[src/rtl/useq_pkg.sv]
// ----------------------------------------------------------------------------
// useq_pkg
// Shared definitions for the micro_sequencer block:
//   - control-word field offsets (nop / nst / br / mem)
//   - branch and memory-operation codes
//   - fixed microcode addresses (FETCH1, HALT)
//   - sequencer FSM state encoding
//   - is_read(): true for memory ops whose completion sets the address prefix
// ----------------------------------------------------------------------------
package useq_pkg;

    localparam int CW_W   = 39;
    localparam int ADDR_W = 9;
    localparam int IR_W   = 16;

    // Control word field positions
    localparam int NOP_HI = 38;
    localparam int NOP_LO = 34;
    localparam int NST_HI = 33;
    localparam int NST_LO = 31;
    localparam int BR_HI  = 30;
    localparam int BR_LO  = 28;
    localparam int MEM_HI = 2;
    localparam int MEM_LO = 0;

    // Branch codes; anything not listed behaves like BR_SEQ
    localparam logic [2:0] BR_SEQ      = 3'b000;
    localparam logic [2:0] BR_Z        = 3'b001;
    localparam logic [2:0] BR_DISPATCH = 3'b100;

    // Memory operation codes
    localparam logic [2:0] MEM_NONE  = 3'b000;
    localparam logic [2:0] MEM_FETCH = 3'b001;
    localparam logic [2:0] MEM_LOAD  = 3'b010;
    localparam logic [2:0] MEM_STORE = 3'b100;

    // Fixed microcode addresses
    localparam logic [8:0] ADDR_FETCH1 = 9'h000;
    localparam logic [8:0] ADDR_HALT   = 9'h0FF;

    // Opcode that dispatches to the halt routine
    localparam logic [4:0] OPC_HALT = 5'b11111;

    typedef enum logic [1:0] {
        ST_PRIME  = 2'd0,
        ST_RUN    = 2'd1,
        ST_STALL  = 2'd2,
        ST_HALTED = 2'd3
    } useq_state_e;

    // Reads (instruction fetch or data load) mark the next address with the prefix bit
    function automatic logic is_read(input logic [2:0] mem);
        return (mem == MEM_FETCH) || (mem == MEM_LOAD);
    endfunction

endpackage

[src/rtl/useq_next_addr.sv]
// ----------------------------------------------------------------------------
// useq_next_addr
// Combinational next-microaddress selection for micro_sequencer.
// Ports:
//   ctrl_word [38:0]  control word from control_unit
//   opcode    [4:0]   opcode field of the registered instruction register
//   z_flag            ALU zero flag (used by BR_Z)
//   hit               memory access complete (drives the read prefix bit)
//   next_addr [8:0]   address to load when the sequencer advances
//   halt_req          dispatch hit the halt opcode
// ----------------------------------------------------------------------------
module useq_next_addr
    import useq_pkg::*;
(
    input  logic [CW_W-1:0]   ctrl_word,
    input  logic [4:0]        opcode,
    input  logic              z_flag,
    input  logic              hit,
    output logic [ADDR_W-1:0] next_addr,
    output logic              halt_req
);

    logic [4:0] nop_s;
    logic [2:0] nst_s;
    logic [2:0] br_s;
    logic [2:0] mem_s;
    logic       pfx_s;
    logic       unused_cw_s;

    assign nop_s = ctrl_word[NOP_HI:NOP_LO];
    assign nst_s = ctrl_word[NST_HI:NST_LO];
    assign br_s  = ctrl_word[BR_HI:BR_LO];
    assign mem_s = ctrl_word[MEM_HI:MEM_LO];

    // The middle of the control word belongs to the datapath, not the sequencer
    assign unused_cw_s = ^ctrl_word[BR_LO-1:MEM_HI+1];

    // A completed read flags the target routine through the top address bit
    assign pfx_s = is_read(mem_s) && hit;

    // Next-address mux keyed on the branch field
    always_comb begin
        next_addr = ADDR_FETCH1;
        halt_req  = 1'b0;
        case (br_s)
            BR_DISPATCH: begin
                if (opcode == OPC_HALT) begin
                    next_addr = ADDR_HALT;
                    halt_req  = 1'b1;
                end else begin
                    next_addr = {1'b0, opcode, 3'b000};
                    halt_req  = 1'b0;
                end
            end
            BR_Z: begin
                next_addr = {z_flag, nop_s, nst_s};
            end
            BR_SEQ: begin
                next_addr = {pfx_s, nop_s, nst_s};
            end
            default: begin
                next_addr = {pfx_s, nop_s, nst_s};
            end
        endcase
    end

endmodule

[src/rtl/micro_sequencer.sv]
// ----------------------------------------------------------------------------
// micro_sequencer
// Drives the microinstruction address into control_unit, holds the
// instruction register, stalls on memory handshakes and parks in HALT.
// Optional feature macro: USEQ_WATCHDOG_EN (stall watchdog, mem_timeout).
// Parameters:
//   STALL_TIMEOUT   stall cycles tolerated before the watchdog trips
// Ports:
//   clk, reset       clock; asynchronous active-high reset
//   en               global enable, low freezes all state
//   ctrl_word [38:0] control word returned by control_unit
//   hit              memory access complete
//   z_flag           ALU zero flag
//   ir_in [15:0]     instruction from memory data bus
//   addr_ins [8:0]   microinstruction address to control_unit
//   operand1/2 [3:0] IR[7:4] / IR[3:0]
//   stalled          waiting on hit
//   halted           parked in HALTED
//   mem_timeout      sticky watchdog trip (0 when the watchdog is not built)
// ----------------------------------------------------------------------------
module micro_sequencer
    import useq_pkg::*;
#(
    parameter int unsigned STALL_TIMEOUT = 32'd255
) (
    input  logic              clk,
    input  logic              reset,
    input  logic              en,
    input  logic [CW_W-1:0]   ctrl_word,
    input  logic              hit,
    input  logic              z_flag,
    input  logic [IR_W-1:0]   ir_in,
    output logic [ADDR_W-1:0] addr_ins,
    output logic [3:0]        operand1,
    output logic [3:0]        operand2,
    output logic              stalled,
    output logic              halted,
    output logic              mem_timeout
);

    useq_state_e       state_r;
    logic [ADDR_W-1:0] addr_r;
    logic [IR_W-1:0]   ir_r;
    logic              stalled_r;
    logic              halted_r;

    logic [ADDR_W-1:0] next_addr_s;
    logic              halt_req_s;
    logic              need_stall_s;
    logic              step_s;
    logic              load_ir_s;
    logic [2:0]        mem_s;
    logic              unused_ir_s;

`ifdef USEQ_WATCHDOG_EN
    localparam logic [7:0] TIMEOUT_C = 8'(STALL_TIMEOUT);
    logic [7:0] stall_cnt_r;
    logic       mem_timeout_r;
    assign mem_timeout = mem_timeout_r;
`else
    logic unused_timeout_s;
    assign unused_timeout_s = ^STALL_TIMEOUT;
    assign mem_timeout      = 1'b0;
`endif

    assign addr_ins    = addr_r;
    assign operand1    = ir_r[7:4];
    assign operand2    = ir_r[3:0];
    assign stalled     = stalled_r;
    assign halted      = halted_r;
    assign mem_s       = ctrl_word[MEM_HI:MEM_LO];
    assign unused_ir_s = ^ir_r[15:13];

    // Dispatch always works from the registered IR, never from ir_in
    useq_next_addr u_next_addr (
        .ctrl_word (ctrl_word),
        .opcode    (ir_r[12:8]),
        .z_flag    (z_flag),
        .hit       (hit),
        .next_addr (next_addr_s),
        .halt_req  (halt_req_s)
    );

    // Only a fetch that completes this cycle loads the instruction register
    assign load_ir_s = (mem_s == MEM_FETCH) && hit;

    // Decide whether this cycle advances the address or enters a stall
    always_comb begin
        need_stall_s = 1'b0;
        step_s       = 1'b0;
        if (state_r == ST_RUN) begin
            need_stall_s = (mem_s != MEM_NONE) && !hit;
            step_s       = !need_stall_s;
        end else if (state_r == ST_STALL) begin
            step_s = hit;
        end else begin
            step_s = 1'b0;
        end
    end

    // Sequencer FSM: address, instruction register, status flags, watchdog
    always_ff @(posedge clk or posedge reset) begin
        if (reset) begin
            state_r   <= ST_PRIME;
            addr_r    <= ADDR_FETCH1;
            ir_r      <= 16'h0000;
            stalled_r <= 1'b0;
            halted_r  <= 1'b0;
`ifdef USEQ_WATCHDOG_EN
            stall_cnt_r   <= 8'd0;
            mem_timeout_r <= 1'b0;
`endif
        end else if (en) begin
            case (state_r)
                // Address is held one cycle so the first control word settles
                ST_PRIME: begin
                    state_r <= ST_RUN;
                end
                ST_RUN, ST_STALL: begin
                    if (step_s) begin
                        addr_r    <= next_addr_s;
                        stalled_r <= 1'b0;
                        if (load_ir_s) begin
                            ir_r <= ir_in;
                        end
                        if (halt_req_s) begin
                            halted_r <= 1'b1;
                            state_r  <= ST_HALTED;
                        end else begin
                            state_r <= ST_RUN;
                        end
                    end else if (need_stall_s) begin
                        stalled_r <= 1'b1;
                        state_r   <= ST_STALL;
`ifdef USEQ_WATCHDOG_EN
                        stall_cnt_r <= 8'd0;
`endif
                    end else begin
`ifdef USEQ_WATCHDOG_EN
                        if (stall_cnt_r >= TIMEOUT_C) begin
                            mem_timeout_r <= 1'b1;
                            halted_r      <= 1'b1;
                            stalled_r     <= 1'b0;
                            addr_r        <= ADDR_HALT;
                            state_r       <= ST_HALTED;
                        end else begin
                            stall_cnt_r <= stall_cnt_r + 8'd1;
                        end
`else
                        state_r <= ST_STALL;
`endif
                    end
                end
                // Parked until reset; inputs are ignored
                ST_HALTED: begin
                    addr_r   <= ADDR_HALT;
                    halted_r <= 1'b1;
                end
                default: begin
                    state_r <= ST_PRIME;
                end
            endcase
        end
    end

endmodule

[config.mk]
export PLATFORM = sky130hd
export DESIGN_NAME = micro_sequencer
export DESIGN_NICKNAME = d
export VERILOG_FILES = /design/src/rtl/useq_pkg.sv /design/src/rtl/useq_next_addr.sv /design/src/rtl/micro_sequencer.sv
export SDC_FILE = /design/constraint.sdc
export NUM_CORES = 1
export LEC_CHECK = 0
export ABC_AREA = 1
export CAP_MARGIN = 25
export CORE_MARGIN = 1
export CORE_UTILIZATION = 39
export DETAILED_ROUTE_END_ITERATION = 12
export GPL_ROUTABILITY_DRIVEN = 0
export GPL_TIMING_DRIVEN = 0
export PLACE_DENSITY = 0.9
export SYNTH_ARGS = -nofsm -noshare
export SYNTH_HDL_FRONTEND = slang
export SYNTH_SLANG_ARGS = --single-unit
[constraint.sdc]
create_clock -name clk -period 1.7 [get_ports clk]
set_input_delay 0.255 -clock clk [delete_from_list [all_inputs] [get_ports clk]]
set_output_delay 0.255 -clock clk [all_outputs]
set_load 0.05 [all_outputs]
==> impl_metrics.py, run 1 <==
metrics = {
    "setup_path": {
        "ff2ff_setup_slack_ns": 0.09,
        "slowest_stage": "dfrtp_1",
        "critical_path_class": "reg -> reg",
        "cpMostUsedCell": "inv_1",
        "max_stage_delay_ns": 0.41,
        "path_cells": "inv_1, ha_2, nor3_1, inv_1, nor2_1, nand3_1, nand2_1",
        "crit_path_end_kind": "register",
        "cp-start-kind": "register",
        "worstPathRequired_ns": 1.91,
        "crit_fanout": 4,
        "crit_arrival_ns": 1.83,
    },
    "place": {
        "port_buffers": 49,
        "place_area_um2": 2000,
        "dp.final_hpwl_mm": 2.37,
    },
    "cts": {
        "h-tree-depth": 1,
        "insertion_delay_ns": 0.27,
        "cts_buffers": 3,
        "clk_path_buf_depth": 2,
        "cts_tree": "yes",
        "cts.sinks": 26,
        "clock-root-buffer": "clkbuf_8",
        "path_clk_slew_ns": 0.09,
    },
    "routing": {
        "drcViolationCount": 0,
        "dr.first_iter.drc_count": 86,
        "wl_per_cell_um": 11.2,
        "routed_wl_mm": 3.22,
        "firstDrtPassIters": 4,
        "postRouteAntennaNets": 0,
        "vias": 1341,
        "vias_per_cell": 4.67,
    },
    "timing": {
        "period_share_pct": 94.8,
        "slew_headroom_pct": 66.1,
        "report.final.slew_viol_count": 0,
        "worst-slew-pin-transition_ns": 0.509,
        "skew_ns": 0.00412,
        "fmax_ghz": 0.621,
        "final.min_clock_period_ns": 1.61,
        "setup-violations-final": 0,
        "rsz0062_at_grt": "no",
        "hold_viol": 0,
    },
    "cells_and_area": {
        "final_cell_mix": "nand2_1, nand3_1, clkdlybuf4s50_1, dfrtp_1",
        "fin_nets": 305,
        "final_common_cell": "nand2_1",
        "postLayoutCellArea_um2": 2100,
        "antenna_cells": 0,
        "area_growth_pct": 44.4,
        "utilization_pct": 60.6,
        "layout-drive-gt1-share_pct": 12.4,
    },
    "logic_synthesis": {
        "yosys_warnings": 0,
        "synth_seq_area_share_pct": 44.7,
        "netlist_area_um2": 1460,
        "synth.distinct_cells": 20,
        "synth_seq_cells": 26,
        "avgSynthCellArea_um2": 7.83,
        "synthCells": 186,
        "postSynthNetCount": 249,
    },
    "grt": {
        "grt_pass1_wl_mm": 5.61,
        "gr-total-overflow": 0,
        "track_usage_pct": 17.8,
        "grt_max_degree": 27,
        "grt_pass1_vias": 1288,
        "antenna_found_initial": 0,
    },
    "min_path": {
        "worst_hold_path_type": "in -> async",
    },
    "power": {
        "power_density_nw_per_um2": 1640,
        "irDropWorstVdd_v": 0.000880,
        "p_leak_nw": 1.17,
    },
    "die": {
        "core_um2": 3470,
        "die_h_um": 63.1,
        "start_util_pct": 42.0,
        "die_x_um": 63.1,
        "ioPinCount": 80,
        "die_area_um2": 3980,
        "row_count": 21,
    },
    "outcome": {
        "status": "finished, final reports clean",
    },
    "run": {
        "cap_violations": 0,
    },
}
==> sequential cells by signal (all words and copies together), names as in the netlist <==
register	cells
addr_ins	9
halted	1
ir_r	13
stalled	1
state_r	2
==> synthesized netlist by cell type (all sizes together) <==
cell type / instances / area (um2)
nand2: 70 / 285
nand3: 42 / 210
dfrtp: 26 / 651
inv: 15 / 56.3
buf: 13 / 103
nor2: 7 / 41.3
a21oi: 3 / 22.5
ha: 3 / 37.5
nor3: 2 / 21.3
o21ai: 2 / 10.0
a22oi: 1 / 7.51
conb: 1 / 3.75
o211ai: 1 / 7.51
==> cells by family after synthesis <==
family	count (synthesis)	synth area share, %
adders and majority gates	3	2.58
buffers and inverters	28	10.9
AOI/OAI and AO/OA	7	3.26
other	1	0.257
DFF	26	44.7
and+or+nand+nor	121	38.3
==> per-stage QoR <==
| stage | hold slack, ns | setup WS (ns) | setup TNS [ns] | total power [W] | cells |
|---|---|---|---|---|---|
| floorplan | 0.295 | 0.172 | 0 | 0.00250 | 186 |
| global placement | 0.449 | 0.0494 | 0 | 0.00306 | 281 |
| detailed placement | 0.458 | -0.00249 | -0.00249 | 0.00311 | 281 |
| CTS | 0.449 | -0.0169 | -0.0404 | 0.00343 | 285 |
| global route | 0.327 | 0.00455 | 0 | 0.00370 | 287 |
| finish | 0.315 | 0.0888 | 0 | 0.00344 | 287 |
==> cell type report <==
type / count / area (um2)
fillers: 325 / 1370
inverters: 15 / 56.3
plain buffers: 13 / 103
repair buffers: 51 / 524
well taps: 46 / 57.6
clock buffers: 4 / 55.1
flip-flops and latches: 26 / 651
multi-input cells: 132 / 657
==> worst max-delay path, delay by kind of cell (launching register included) <==
kind | cells | cell delay [ns]
flops | 1 | 0.41
buf+inv | 2 | 0.20
simple gates | 4 | 0.62
fa+ha+maj | 1 | 0.32
==> metal layers <==
metal | up-vias | part of all wire (%) | track usage, %
li1 | 697 | - | -
met3 | 4 | 5.2 | 2.54
met1 | 596 | 46 | 22.9
met4 | 0 | 1.5 | 6.98
met2 | 44 | 47 | 29.8
met5 | - | 0 | 0
==> worst paths after layout <==
check                                            start                 endpoint  depth (start not counted)
worst max-delay path            state_r[0]$_DFFE_PP0P_  addr_ins[8]$_DFFE_PP0P_                          7
max in group asynchronous                        reset      ir_r[3]$_DFFE_PP0P_                          3
min in group clk                         ctrl_word[30]  addr_ins[5]$_DFFE_PP0P_                          5
worst min register to register      halted$_DFFE_PP0P_       halted$_DFFE_PP0P_                          2
worst max register to register  state_r[0]$_DFFE_PP0P_  addr_ins[8]$_DFFE_PP0P_                          7
worst min-delay path                             reset  addr_ins[2]$_DFFE_PP0P_                          2
==> what timing repair did <==
| action | in CTS | in global routing |
|---|---|---|
| endpoints found under the setup margin | 18 | 26 |
| hold buffers | 0 | 0 |
| cloned | 0 | 0 |
| pin swaps | 0 | 1 |
| buffers inserted | 0 | 1 |
| gates resized for setup | 13 | 8 |
==> report_power, final <==
group          switching (W)  internal, W  leakage [nW]  total (W)
Sequential          0.000153     0.000866         0.327    0.00102
Combinational        0.00135     0.000682         0.812    0.00203
Clock               0.000186     0.000207        0.0288   0.000393
Note: power is estimated with default switching activity, not from simulation.
==> inputs of run 2 (changes only) <==
- CORE_MARGIN: 1 -> unset
==> results of run 2 <==
No change in the layout: final DEF, timing and power equal those of run 1.
==> inputs of run 3 (changes only) <==
- CAP_MARGIN: 25 -> 0
- CORE_MARGIN: unset -> 5
==> run 3 against run 2 <==
- setup slack lost 0.033 ns
- final area increased by 0.24%
- flip-flop and latch count stayed put
- largest power group unchanged
- wire length is 9.3% higher
- count of clock-buffer cells in the layout shrank 1
==> impl_metrics.py, run 3 (synthesized netlist as in run 1, its figures left out) <==
metrics = {
    "outcome": {
        "status": "finished, final reports clean",
    },
    "timing": {
        "skew_ns": 0.00384,
        "whs_ns": 0.446,
        "hold_viol": 0,
        "report.final.slew_viol_count": 0,
        "final.min_clock_period_ns": 1.64,
        "fin_ws_ns": 0.0558,
        "setup-violations-final": 0,
        "period_share_pct": 96.7,
        "worst-slew-pin-transition_ns": 0.995,
        "slew_headroom_pct": 33.6,
        "fmax_ghz": 0.608,
        "finalSetupTns_ns": 0,
    },
    "routing": {
        "routed_wl_mm": 3.52,
        "postRouteAntennaNets": 0,
        "dr.first_iter.drc_count": 111,
        "wl_per_cell_um": 12.2,
        "firstDrtPassIters": 4,
        "drcViolationCount": 0,
        "vias_per_cell": 4.76,
        "vias": 1380,
    },
    "power": {
        "power_w": 0.00359,
        "p_leak_nw": 1.17,
        "irDropWorstVdd_v": 0.000883,
        "power_density_nw_per_um2": 1700,
    },
    "die": {
        "row_count": 22,
        "core_um2": 3630,
        "start_util_pct": 40.1,
        "die_x_um": 71.1,
        "ioPinCount": 80,
        "die_h_um": 71.1,
        "die_area_um2": 5060,
    },
    "setup_path": {
        "crit_path_end_kind": "register",
        "cp-start-kind": "register",
        "crit_arrival_ns": 1.82,
        "critical_path_class": "reg -> reg",
        "crit_fanout": 10,
        "worstPathRequired_ns": 1.87,
    },
    "cells_and_area": {
        "largest_reg_flops": 13,
        "area_growth_pct": 44.8,
        "fin_cells": 290,
        "multi_input_area_um2": 659,
        "final_cell_mix": "nand2_1, nand3_1, clkdlybuf4s50_1, dfrtp_1, dlygate4sd2_1",
        "fin_nets": 306,
        "regArea_um2": 651,
        "final_common_cell": "nand2_1",
        "nFillCells": 342,
        "antenna_cells": 0,
        "top_register": "ir_r",
        "layout-drive-gt1-share_pct": 12.8,
    },
    "cts": {
        "clk_path_buf_depth": 2,
        "path_clk_slew_ns": 0.09,
        "cts_buffers": 3,
        "cts_tree": "yes",
        "insertion_delay_ns": 0.27,
        "clock-root-buffer": "clkbuf_8",
        "cts.sinks": 26,
        "h-tree-depth": 1,
        "postCtsHoldBufs": 0,
    },
    "place": {
        "port_buffers": 49,
        "dp.final_hpwl_mm": 2.65,
        "place_inst": 283,
        "place_worst_setup_slack_ns": 0.0132,
    },
    "grt": {
        "grt_pass1_vias": 1412,
        "grt_pass1_wl_mm": 6.06,
        "track_usage_pct": 14.8,
        "gr-total-overflow": 0,
        "antenna_found_initial": 0,
        "grt_max_degree": 27,
    },
    "run": {
        "cap_violations": 0,
    },
    "min_path": {
        "worst_hold_path_type": "in -> reg",
    },
}
-- run 3: layout make-up --
cell class,count,area share (%)
well taps,48,2.85
repair buffers,52,24.1
clock inverters,1,1.42
flip-flops and latches,26,30.9
plain buffers,13,4.87
inverters,15,2.67
multi-input cells,132,31.3
clock buffers,3,1.96
-- run 3: metrics by stage --
step / area (um2) / util, %
floorplan: 1460 / -
global placement: 2010 / 55.2
detailed placement: 2010 / 55.2
CTS: 2060 / 56.7
global route: 2110 / 58.0
finish: 2110 / 58.0
-- run 3: critical path, cell delays in order, from the launching register on --
cell and delay [ns]:
dfrtp_1 0.38, inv_1 0.07, ha_1 0.41, nor3_4 0.23, buf_4 0.15, nand2_4 0.05
buf_6 0.14, nand2_1 0.05, nand2_1 0.05
-- run 3: path summary, 6_finish.rpt --
kind                                         from                      end  slack [ns]  cells after the start
min                                 ctrl_word[30]  addr_ins[6]$_DFFE_PP0P_        0.45                      5
min in group asynchronous                   reset  addr_ins[5]$_DFFE_PP0P_        0.52                      2
max in group asynchronous                   reset  addr_ins[0]$_DFFE_PP0P_        0.57                      2
min reg2reg                    halted$_DFFE_PP0P_       halted$_DFFE_PP0P_        0.46                      2
max reg2reg                state_r[0]$_DFFE_PP0P_      ir_r[7]$_DFFE_PP0P_        0.06                      8
max                        state_r[0]$_DFFE_PP0P_      ir_r[7]$_DFFE_PP0P_        0.06                      8
-- run 3: repair_timing --
item,in CTS,in global routing
gates resized for setup,14,7
setup endpoints to repair,14,26
pin swaps,0,2
setup buffers,0,3
gates cloned,0,0
-- run 3: routing by layer --
metal / routed length (um) / GRT usage [%] / up-vias
met5: 0 / 0 / -
met4: 41 / 3.76 / 0
met3: 299 / 4.12 / 5
met2: 1720 / 25.3 / 49
met1: 1460 / 18.3 / 624
li1: - / - / 702
-- run 3: power breakdown --
| group | switching, W | internal [W] |
|---|---|---|
| Clock | 0.000195 | 0.000315 |
| Sequential | 0.000143 | 0.000866 |
| Combinational | 0.00138 | 0.000689 |
| Total | 0.00172 | 0.00187 |
